==> src/rtl/frame_engine.sv <==
// Framed command parser and reply framer between the UART byte links
// and the command back-end: MAGIC|CMD|LEN|PAYLOAD|CRC in, MAGIC|STATUS|CRC out.
module frame_engine #(
   parameter int         MAX_PAYLOAD  = 16,
   parameter int         CRC_MODE     = 1,
   parameter int         BYTE_TIMEOUT = 2700000,
   parameter int         RSP_TIMEOUT  = 1024,
   parameter bit         SEND_READY   = 1'b1,
   parameter logic [7:0] FRAME_MAGIC  = 8'hA5
) (
   input  logic                     clk,
   input  logic                     rst_n,
   input  logic                     rx_dv,
   input  logic [7:0]               rx_byte,
   output logic                     tx_dv,
   output logic [7:0]               tx_byte,
   input  logic                     tx_busy,
   output logic                     cmd_valid,
   output logic [7:0]               cmd_code,
   output logic [7:0]               pld_len,
   output logic [8*MAX_PAYLOAD-1:0] pld_flat,
   input  logic                     rsp_valid,
   input  logic [7:0]               rsp_code,
   output logic [15:0]              frames_ok,
   output logic [15:0]              frames_err
);

   localparam logic [7:0] READY_BYTE = 8'h52;
   localparam logic [7:0] ST_BAD_CRC = 8'hE1;
   localparam logic [7:0] ST_BAD_LEN = 8'hE2;
   localparam logic [7:0] ST_NO_RSP  = 8'hE3;
   localparam logic [7:0] MAXB       = 8'(MAX_PAYLOAD);

   localparam int BTW = $clog2(BYTE_TIMEOUT + 1);
   localparam int RTW = $clog2(RSP_TIMEOUT + 1);
   localparam logic [BTW-1:0] BT_LAST = BTW'(BYTE_TIMEOUT - 1);
   localparam logic [RTW-1:0] RT_LAST = RTW'(RSP_TIMEOUT - 1);

   typedef enum logic [2:0] {
      S_READY,
      S_IDLE,
      S_CMD,
      S_LEN,
      S_PLD,
      S_CRC,
      S_DISP,
      S_REPLY
   } state_t;

   localparam state_t S_RST = SEND_READY ? S_READY : S_IDLE;

   state_t         state;
   logic [7:0]     acc;
   logic [7:0]     cmd_r;
   logic [7:0]     len_r;
   logic [7:0]     count;
   logic [7:0]     status;
   logic [BTW-1:0] byte_tmr;
   logic [RTW-1:0] rsp_tmr;
   logic [1:0]     tx_idx;
   logic           guard;
   logic           in_frame;
   logic           byte_to;
   logic           len_zero;
   logic           len_big;
   logic [7:0]     reply_byte;

   function automatic logic [7:0] crc_step(input logic [7:0] a,
                                           input logic [7:0] b);
      logic [7:0] c;
      c = a ^ b;
      if (CRC_MODE != 0) begin
         for (int i = 0; i < 8; i++) begin
            c = c[7] ? ({c[6:0], 1'b0} ^ 8'h07) : {c[6:0], 1'b0};
         end
      end
      return c;
   endfunction

   function automatic logic [15:0] sat_inc(input logic [15:0] v);
      return (v == 16'hFFFF) ? v : v + 16'd1;
   endfunction

   assign in_frame = (state == S_CMD) || (state == S_LEN) ||
                     (state == S_PLD) || (state == S_CRC);
   assign byte_to  = in_frame && !rx_dv && (byte_tmr == BT_LAST);
   assign len_zero = (rx_byte == 8'd0);
   assign len_big  = (rx_byte > MAXB);

   always_comb begin
      reply_byte = FRAME_MAGIC;
      unique case (tx_idx)
         2'd0:    reply_byte = FRAME_MAGIC;
         2'd1:    reply_byte = status;
         default: reply_byte = crc_step(8'h00, status);
      endcase
   end

   always_ff @(posedge clk or negedge rst_n) begin
      if (!rst_n) begin
         state      <= S_RST;
         acc        <= '0;
         cmd_r      <= '0;
         len_r      <= '0;
         count      <= '0;
         status     <= '0;
         byte_tmr   <= '0;
         rsp_tmr    <= '0;
         tx_idx     <= '0;
         guard      <= 1'b0;
         tx_dv      <= 1'b0;
         tx_byte    <= '0;
         cmd_valid  <= 1'b0;
         cmd_code   <= '0;
         pld_len    <= '0;
         pld_flat   <= '0;
         frames_ok  <= '0;
         frames_err <= '0;
      end else begin
         tx_dv     <= 1'b0;
         cmd_valid <= 1'b0;
         if (byte_to) begin
            state      <= S_IDLE;
            frames_err <= sat_inc(frames_err);
         end else begin
            if (in_frame) begin
               byte_tmr <= rx_dv ? '0 : byte_tmr + 1'b1;
            end
            case (state)
               S_READY: begin
                  if (!tx_busy) begin
                     tx_dv   <= 1'b1;
                     tx_byte <= READY_BYTE;
                     state   <= S_IDLE;
                  end
               end
               S_IDLE: begin
                  if (rx_dv && rx_byte == FRAME_MAGIC) begin
                     acc      <= '0;
                     byte_tmr <= '0;
                     state    <= S_CMD;
                  end
               end
               S_CMD: begin
                  if (rx_dv) begin
                     cmd_r <= rx_byte;
                     acc   <= crc_step(acc, rx_byte);
                     state <= S_LEN;
                  end
               end
               S_LEN: begin
                  if (rx_dv) begin
                     acc <= crc_step(acc, rx_byte);
                     unique case (1'b1)
                        len_zero: begin
                           len_r    <= '0;
                           pld_flat <= '0;
                           state    <= S_CRC;
                        end
                        len_big: begin
                           status     <= ST_BAD_LEN;
                           frames_err <= sat_inc(frames_err);
                           tx_idx     <= '0;
                           guard      <= 1'b0;
                           state      <= S_REPLY;
                        end
                        default: begin
                           len_r    <= rx_byte;
                           count    <= '0;
                           pld_flat <= '0;
                           state    <= S_PLD;
                        end
                     endcase
                  end
               end
               S_PLD: begin
                  if (rx_dv) begin
                     for (int k = 0; k < MAX_PAYLOAD; k++) begin
                        if (count == 8'(k)) pld_flat[k*8 +: 8] <= rx_byte;
                     end
                     acc   <= crc_step(acc, rx_byte);
                     count <= count + 8'd1;
                     if (count + 8'd1 == len_r) state <= S_CRC;
                  end
               end
               S_CRC: begin
                  if (rx_dv) begin
                     if (rx_byte == acc) begin
                        cmd_valid <= 1'b1;
                        cmd_code  <= cmd_r;
                        pld_len   <= len_r;
                        frames_ok <= sat_inc(frames_ok);
                        rsp_tmr   <= '0;
                        state     <= S_DISP;
                     end else begin
                        status     <= ST_BAD_CRC;
                        frames_err <= sat_inc(frames_err);
                        tx_idx     <= '0;
                        guard      <= 1'b0;
                        state      <= S_REPLY;
                     end
                  end
               end
               S_DISP: begin
                  if (rsp_valid) begin
                     status <= rsp_code;
                     tx_idx <= '0;
                     guard  <= 1'b0;
                     state  <= S_REPLY;
                  end else if (rsp_tmr == RT_LAST) begin
                     status <= ST_NO_RSP;
                     tx_idx <= '0;
                     guard  <= 1'b0;
                     state  <= S_REPLY;
                  end else begin
                     rsp_tmr <= rsp_tmr + 1'b1;
                  end
               end
               S_REPLY: begin
                  // skip the cycle after each strobe so the UART can raise busy
                  if (guard) begin
                     guard <= 1'b0;
                  end else if (!tx_busy) begin
                     tx_dv   <= 1'b1;
                     tx_byte <= reply_byte;
                     guard   <= 1'b1;
                     tx_idx  <= tx_idx + 2'd1;
                     if (tx_idx == 2'd2) state <= S_IDLE;
                  end
               end
               default: state <= S_IDLE;
            endcase
         end
      end
   end

endmodule
==> config.mk <==
export PLATFORM = sky130hd
export DESIGN_NAME = frame_engine
export DESIGN_NICKNAME = d
export VERILOG_FILES = /design/src/rtl/frame_engine.sv
export SDC_FILE = /design/constraint.sdc
export NUM_CORES = 1
export LEC_CHECK = 0
export CAP_MARGIN = 20
export CORE_ASPECT_RATIO = 0.5
export CORE_MARGIN = 4
export CORE_UTILIZATION = 45
export DETAILED_ROUTE_END_ITERATION = 16
export GPL_ROUTABILITY_DRIVEN = 0
export PLACE_DENSITY = 0.77
export REMOVE_ABC_BUFFERS = 1
export SETUP_SLACK_MARGIN = 0.5
export SYNTH_ARGS = -nofsm -noshare
export SYNTH_HDL_FRONTEND = slang
export SYNTH_SLANG_ARGS = --single-unit
export TNS_END_PERCENT = 50
==> constraint.sdc <==
create_clock -name clk -period 7.55 [get_ports clk]
set_input_delay 0.755 -clock clk [delete_from_list [all_inputs] [get_ports clk]]
set_output_delay 0.755 -clock clk [all_outputs]
set_load 0.02 [all_outputs]
==> metrics.md, run 1 <==
| Metric | Value |
|---|---|
| Status | complete, no violations |
| Count of flip-flops with a built-in enable after synthesis | 0 |
| Register share of total power | 41.5% |
| Max-slew violation count | 0 |
| Leftover overflow at the end of global routing | 0 |
| Via count of the first global-routing pass | just under 10000 |
| Clk_skew | about 0.011 ns |
| Core area | around 0.028 mm2 |
| Port Buffer Count | 206 |
| Wire length of the first global-routing pass | about 53000 um |
| Total Routing Usage GR | approximately 20% |
| Register clock-pin slew on the reported worst setup and hold paths | 0.06 ns |
| Data arrival at the endpoint of the critical path | between 3 and 4 ns |
| Number of rows created at floorplan | between 40 and 50 |
| Startpoint kind of the worst setup timing path | input port |
| Skew-Pair Late Insertion Delay | approximately 0.54 ns |
| Ratio of final minimum period to clock period | 47.30% |
| Total vias in the final route | about 9400 |
| Worst setup path startpoint | rx_byte[3] |
| Time the final worst path needs with I/O delays and setup | 3.572 ns |
| Least-Margin Pin Slew | around 1.1 ns |
| Top routing layer used | met4 |
| Yosys top cell by area | sky130_fd_sc_hd__dfrtp_1 |
| Tightest slew margin relative to the limit | between 20% and 30% |
| H-Tree Level Count | 1 |
| Worst-case clock buffer depth | 3 |
| Top FF cell, synth | sky130_fd_sc_hd__dfrtp_1 |
| Root buffer cell | sky130_fd_sc_hd__clkbuf_16 |
| Area of the die | roughly 0.031 mm2 |
| CP Capture Type | register |
| Aggregate routed wire length | about 33000 um |
| Power Dens Cells | 267.9 mW/mm2 |
| Share of layout cells above drive strength 1 | ~11% |
| Relative contribution of combinational cells to total power | 28.8% |
| Horiz. Die Dim | around 250 um |
| Avg Synthesized Cell Area | 11.66 um2 |
| FMAX | about 0.28 GHz |
| Count of final hold-check violations | 0 |
| FF-to-FF Start | state[1] |
| Max cap viols | 0 |
| Count of hold buffers inserted by post-cts repair | 0 |
| Area contributors post-synth | sky130_fd_sc_hd__dfrtp_1 52%, sky130_fd_sc_hd__mux2_1 9.0%, sky130_fd_sc_hd__mux2_4 3.8%, sky130_fd_sc_hd__xnor2_1 3.7%, sky130_fd_sc_hd__nand2_1 3.5% |
| Sequential element share of the synthesized area | ~52% |
| Final antenna-violating net count | 0 |
| Netlist area before placement | 0.01270 mm2 |
| Data required time at the worst endpoint | 7.97 ns |
| Share of flip-flops with an asynchronous set or reset after synthesis | between 90% and 100% |
| HPWL after DPL | ~23000 um |
| Synthesized netlist cell count | ~1100 |
| Static leakage | between 7 and 8 nW |
| Initial Util | between 40 and 50% |
| Top fanout value on the critical path | 25 |
| Net Sw Frac | approximately 34% |
| Clk network pwr share | approximately 30% |
| Number of inserted diodes | 0 |
| Yosys reg bits | 265 |
| Vertical die dimension | approximately 130 um |
| Number of buffers created by CTS | 25 |
| Net Switching | roughly 1.5 mW |
| Boundary Pins | 207 |
| Count of cell types in the netlist | 75 |
| Antenna violations before repair | 0 |
| Total negative slack | 0 ns |
| Post-CTS setup buffer count | 0 |
| Classification of the worst-slack hold path | input port to asynchronous set/reset pin |
| Metal3 WL | between 1000 and 1500 um |
| CTS tree | yes |
| Routed met1 length | 14180 um |
| Total chip power | about 4.3 mW |
| Internal power summed over all cells | between 2 and 3 mW |
| Most frequent standard cell in the layout excluding fill and tap cells | sky130_fd_sc_hd__dfrtp_1 |
| Total met2 wirelength after detailed routing | between 15000 and 20000 um |
| DRC violation count after routing | 0 |
| CTS sink cnt | between 200 and 300 |
| Post-synth top area share | a little over half |
| Setup violation total in the final timing report | 0 |
| Worst ir drop on vdd | between 0.0002 and 0.00025 V |
| YS warnings | 0 |
| Unrepaired setup endpoints after global routing | no |
| Commonest non-fill, non-tap cells in the layout | 265 x sky130_fd_sc_hd__dfrtp_1, 205 x sky130_fd_sc_hd__clkdlybuf4s50_1, 118 x sky130_fd_sc_hd__nand2_1 |
| Largest net degree at the start of global routing | around 130 |
| Routed len/inst | 19.29 um |
| Number of vias per cell | between 5 and 6 |
| Worst setup path category | input port to register |
| Final-stage net count | 1327 |
| Detailed Routing Iterations Pass 1 | 5 |
| Signed area change from the synthesized netlist to the final layout | 26.33% |
| Cts repair resizes | 0 |
| Number of DRC markers in iteration 0 | ~730 |
## power by group through the flow
stage / Combinational, mW / Sequential, mW / Clock [mW]
global route: 1.35 / 1.81 / 1.37
finish: 1.24 / 1.78 / 1.28
global placement: 1.17 / 1.79 / 0
CTS: 1.22 / 1.78 / 1.31
floorplan: 0.743 / 1.84 / 0
detailed placement: 1.21 / 1.80 / 0
## registers in the layout, indices dropped and copies added, names as in the netlist, 2 cells and up
| name | flops |
|---|---|
| cmd_code | 8 |
| len_r | 8 |
| byte_tmr | 22 |
| rsp_tmr | 11 |
| acc | 8 |
| frames_err | 16 |
| tx_byte | 8 |
| pld_flat | 128 |
| count | 8 |
| status | 8 |
| cmd_r | 8 |
| tx_idx | 2 |
| pld_len | 8 |
| frames_ok | 16 |
| state | 3 |
## stage by stage
step | hold WS [ns] | utilization (%) | setup slack (ns) | cell area, um2 | std cells
final | 0.3275 | 57.79 | 3.979 | 16040 | 1692
after global routing | 0.3819 | 57.79 | 3.753 | 16040 | 1692
after CTS | 0.3593 | 57.56 | 4.069 | 15980 | 1687
after detailed placement | 0.4569 | 54.55 | 3.533 | 15140 | 1642
after global placement | 0.4456 | 54.53 | 3.726 | 15140 | 1641
after floorplan | 0.4348 | - | 4.314 | 12500 | 1041
## cell type report
class,instances,area (um2)
clock inverter,12,108.9
fill,2203,11720
tap,382,478.0
inverter,24,90.09
clock buffer,33,725.7
timing repair buffer,224,2230
sequential,265,6631
multi-input combinational,752,5781
## critical path: stages
cell	delay [ns]
sky130_fd_sc_hd__clkdlybuf4s50_1	0.57
sky130_fd_sc_hd__xnor2_1	0.49
sky130_fd_sc_hd__ha_1	0.25
sky130_fd_sc_hd__nand3_1	0.14
sky130_fd_sc_hd__nor4_2	0.28
sky130_fd_sc_hd__buf_4	0.22
sky130_fd_sc_hd__nand2_1	0.48
sky130_fd_sc_hd__inv_2	0.56
sky130_fd_sc_hd__or4_1	0.19
sky130_fd_sc_hd__nand2_1	0.05
## Yosys cell counts (3+ instances only)
| library cell | count |
|---|---|
| sky130_fd_sc_hd__inv_1 | 22 |
| sky130_fd_sc_hd__and2_1 | 6 |
| sky130_fd_sc_hd__ha_1 | 14 |
| sky130_fd_sc_hd__o21a_1 | 3 |
| sky130_fd_sc_hd__nor4_2 | 3 |
| sky130_fd_sc_hd__mux2_1 | 101 |
| sky130_fd_sc_hd__clkbuf_1 | 33 |
| sky130_fd_sc_hd__or3_1 | 8 |
| sky130_fd_sc_hd__nand3b_1 | 3 |
| sky130_fd_sc_hd__nand2b_1 | 7 |
| sky130_fd_sc_hd__and2_0 | 8 |
| sky130_fd_sc_hd__dfrtp_1 | 265 |
| sky130_fd_sc_hd__nand3_1 | 37 |
| sky130_fd_sc_hd__o2111ai_1 | 10 |
| sky130_fd_sc_hd__nor2_1 | 49 |
| sky130_fd_sc_hd__nor3b_1 | 3 |
| sky130_fd_sc_hd__nor2b_1 | 4 |
| sky130_fd_sc_hd__nand2_2 | 8 |
| sky130_fd_sc_hd__a22o_1 | 5 |
| sky130_fd_sc_hd__o31ai_1 | 15 |
| sky130_fd_sc_hd__mux2i_1 | 8 |
| sky130_fd_sc_hd__xnor2_1 | 54 |
| sky130_fd_sc_hd__o22a_1 | 3 |
| sky130_fd_sc_hd__mux2_2 | 13 |
| sky130_fd_sc_hd__o22ai_1 | 3 |
| sky130_fd_sc_hd__and4_1 | 9 |
| sky130_fd_sc_hd__a21oi_4 | 8 |
| sky130_fd_sc_hd__nor3_1 | 18 |
| sky130_fd_sc_hd__a21oi_1 | 23 |
| sky130_fd_sc_hd__nand2_1 | 118 |
| sky130_fd_sc_hd__nor4_1 | 8 |
| sky130_fd_sc_hd__a211oi_1 | 3 |
| sky130_fd_sc_hd__o211ai_1 | 14 |
| sky130_fd_sc_hd__o41ai_1 | 3 |
| sky130_fd_sc_hd__o21ai_0 | 28 |
| sky130_fd_sc_hd__mux2_4 | 32 |
| sky130_fd_sc_hd__or4_1 | 8 |
| sky130_fd_sc_hd__nor4b_1 | 3 |
| sky130_fd_sc_hd__a21o_1 | 4 |
| sky130_fd_sc_hd__o21ai_1 | 10 |
| sky130_fd_sc_hd__a31oi_1 | 4 |
| sky130_fd_sc_hd__nand4_1 | 16 |
| sky130_fd_sc_hd__xor2_1 | 28 |
| sky130_fd_sc_hd__and3_1 | 17 |
| sky130_fd_sc_hd__buf_2 | 12 |
## routing by layer
metal,vias to the layer above,track usage (%)
li1,4307,-
met1,4813,27.26
met4,0,3.466
met3,47,3.380
met5,-,0
met2,268,36.65
## cell families after synthesis
group	Yosys count	synth area share, %
AOI/OAI and AO/OA	150	8.729
xor gates and xnor gates	85	6.148
adders and majority gates	14	1.379
buffers and inverters	72	2.305
DFF	265	52.22
muxes	154	14.52
and+or+nand+nor	349	14.70
## path summary, 6_finish.rpt
| path | to | slack, ns | depth (start not counted) |
|---|---|---|---|
| worst max-delay path | rsp_tmr[9] | 3.98 | 10 |
| worst min-delay path | pld_flat[12] | 0.33 | 1 |
| min in group clk | cmd_code[2] | 0.47 | 2 |
| worst max register to register | pld_flat[34] | 4.26 | 5 |
| max in group asynchronous | tx_byte[7] | 5.94 | 2 |
| worst min register to register | cmd_code[2] | 0.47 | 2 |
Note: power is estimated with default switching activity, not from simulation.
==> run 2, diff against run 1 <==
- PLACE_DENSITY: 0.77 -> 0.8
- clock period: 7.55 -> 3.1 ns (I/O delays scaled with it)
==> metrics.md, run 2 (same netlist as run 1, synthesis figures left out) <==
| Metric | Value |
|---|---|
| CTS sink cnt | roughly 270 |
| Port Buffer Count | ~210 |
| Flop2flop setup slack | between 0.5 and 0.6 ns |
| Max cap viols | 0 |
| Final-stage net count | about 1400 |
| Status | complete, no violations |
| Least-Margin Pin Slew | a little over 0.8 ns |
| Number of DRC markers in iteration 0 | 845 |
| Number of cells on the worst reg-to-reg path | 9 |
| Commonest non-fill, non-tap cells in the layout | 264 x sky130_fd_sc_hd__dfrtp_1, 205 x sky130_fd_sc_hd__clkdlybuf4s50_1, 118 x sky130_fd_sc_hd__nand2_1 |
| Static leakage | roughly 7.4 nW |
| Max-slew violation count | 0 |
| Via count of the first global-routing pass | approximately 10000 |
| FMAX | approximately 0.4 GHz |
| Wire length of the first global-routing pass | approximately 54000 um |
| FF-to-FF Start | acc[6] |
| Register containing the most flip-flops in the final layout | pld_flat |
| Worst-case clock buffer depth | 3 |
| Power Dens Cells | about 660 mW/mm2 |
| Worst R2R End | frames_err[8] |
| Cell Chain, Critical Path | xnor2_1 > ha_1 > nand3_1 > nor4_2 > buf_4 > nor4_2 > buf_4 > o2111ai_1 > xnor2_1 |
| Vertical die dimension | roughly 130 um |
| CTS tree | yes |
| Total vias in the final route | approximately 9500 |
| Total chip power | 10.79 mW |
| Most frequent standard cell in the layout excluding fill and tap cells | sky130_fd_sc_hd__dfrtp_1 |
| HPWL after DPL | 23890 um |
| Worst ir drop on vdd | between 0.0003 and 0.0004 V |
| CP Capture Type | register |
| Time the final worst path needs with I/O delays and setup | roughly 2.5 ns |
| Final antenna-violating net count | 0 |
| Skew-Pair Late Insertion Delay | roughly 0.55 ns |
| Count of final hold-check violations | 0 |
| Critical path buffers and inverters | 2 |
| Largest registers ranked by flip-flop count | pld_flat: 128 flops, byte_tmr: 22 flops |
| Largest register FFs | 128 |
| Initial Util | between 40% and 50% |
| Ratio of final minimum period to clock period | slightly above 80% |
| Area of the die | 0.03114 mm2 |
| Boundary Pins | between 200 and 250 |
| Number of inserted diodes | 0 |
| Number of buffers created by CTS | 26 |
| Tightest slew margin relative to the limit | 44.22% |
| Horiz. Die Dim | around 250 um |
| Worst setup timing slack at the placement stage | around 0.11 ns |
| Unrepaired setup endpoints after global routing | yes |
| Largest stage delay on the critical path | 0.69 ns |
| Clk_skew | roughly 0.025 ns |
| Total Routing Usage GR | between 20% and 30% |
| Register clock-pin slew on the reported worst setup and hold paths | roughly 0.06 ns |
| Routed len/inst | between 15 and 20 um |
| Worst setup path category | register to register |
| Classification of the worst-slack hold path | input port to asynchronous set/reset pin |
| DRC violation count after routing | 0 |
| Data arrival at the endpoint of the critical path | 2.94 ns |
| Share of layout cells above drive strength 1 | 13.35% |
| Family with the most delay on the worst path | simple AND/OR/NAND/NOR gates |
| Leftover overflow at the end of global routing | 0 |
| Number of vias per cell | between 5 and 6 |
| Startpoint kind of the worst setup timing path | register |
| Core area | about 0.028 mm2 |
| Detailed Routing Iterations Pass 1 | 5 |
| Antenna violations before repair | 2 |
| Standard cell with the maximum stage delay on the critical path | sky130_fd_sc_hd__nor4_2 |
| Data required time at the worst endpoint | 3.51 ns |
| Largest net degree at the start of global routing | 102 |
| H-Tree Level Count | 1 |
| Setup violation total in the final timing report | 0 |
| Number of rows created at floorplan | 43 |
| Signed area change from the synthesized netlist to the final layout | 29.07% |
| Root buffer cell | sky130_fd_sc_hd__clkbuf_16 |
| Aggregate routed wire length | around 34000 um |
| Minimum setup slack in the final design | 0.5747 ns |
| Top fanout value on the critical path | 8 |
==> run 2: cell types whose count changed in the layout (fill, tap and decap cells not counted), sizes merged <==
cell | previous run | this run
buf | 18 | 53
dlygate4sd3 | 0 | 1
clkbuf | 34 | 37
bufinv | 1 | 2
clkinv | 8 | 6
==> run 2: cell type report <==
type,instances,area [um2]
clock buffer,37,752.0
clock inverter,11,128.9
fill,2213,11370
inverter,24,90.09
multi-input combinational,752,5781
sequential,265,6633
tap,382,478.0
timing repair buffer,259,2530
==> run 2: worst max path at each step <==
| stage | from | end | slack [ns] | depth (start not counted) |
|---|---|---|---|---|
| global route | acc[2] | frames_err[13] | 0.42 | 9 |
| detailed placement | rx_byte[2] | pld_flat[18] | 0.11 | 7 |
| finish | acc[6] | frames_err[8] | 0.57 | 9 |
| CTS | byte_tmr[15] | pld_flat[100] | 0.50 | 5 |
| floorplan | byte_tmr[14] | frames_err[1] | -0.14 | 5 |
| global placement | rx_byte[6] | frames_err[1] | -0.1 | 9 |
==> run 2: worst reg2reg max path: stages (launching register included) <==
cell                        delay [ns]
sky130_fd_sc_hd__dfrtp_1          0.41
sky130_fd_sc_hd__xnor2_1          0.16
sky130_fd_sc_hd__ha_1             0.20
sky130_fd_sc_hd__nand3_1          0.15
sky130_fd_sc_hd__nor4_2           0.07
sky130_fd_sc_hd__buf_4            0.14
sky130_fd_sc_hd__nor4_2           0.69
sky130_fd_sc_hd__buf_4            0.29
sky130_fd_sc_hd__o2111ai_1        0.15
sky130_fd_sc_hd__xnor2_1          0.16
==> run 2: what timing repair did <==
action | CTS | global route
gates resized for setup | 1 | 1
buffers inserted | 3 | 1
pin swaps | 2 | 1
endpoints found under the hold margin | 69 | 0
hold buffers | 1 | 0
endpoints found under the setup margin | 64 | 72
==> run 2: report_power, final <==
group          internal (mW)  switching (mW)
clock network           1.87            1.38
logic                   1.42            1.79
registers               3.87           0.461
==> run 2: per-stage QoR <==
step	instance area [um2]	util, %	std cells	setup TNS (ns)	hold WS [ns]
2_1_floorplan	12500	-	1041	-0.1717	0.01441
3_3_place_gp	15440	55.61	1676	-0.09648	0.2947
3_5_place_dp	15440	55.63	1677	0	0.3082
4_1_cts	16370	58.97	1729	0	0.3181
5_1_grt	16390	59.05	1730	0	0.3385
6_report	16390	59.05	1730	0	0.2966
==> run 2: per-layer routing <==
metal	track usage, %	wire [um]
met5	0	13
met4	5.598	796
met3	3.443	1428
met2	38.11	17020
met1	27.78	14540
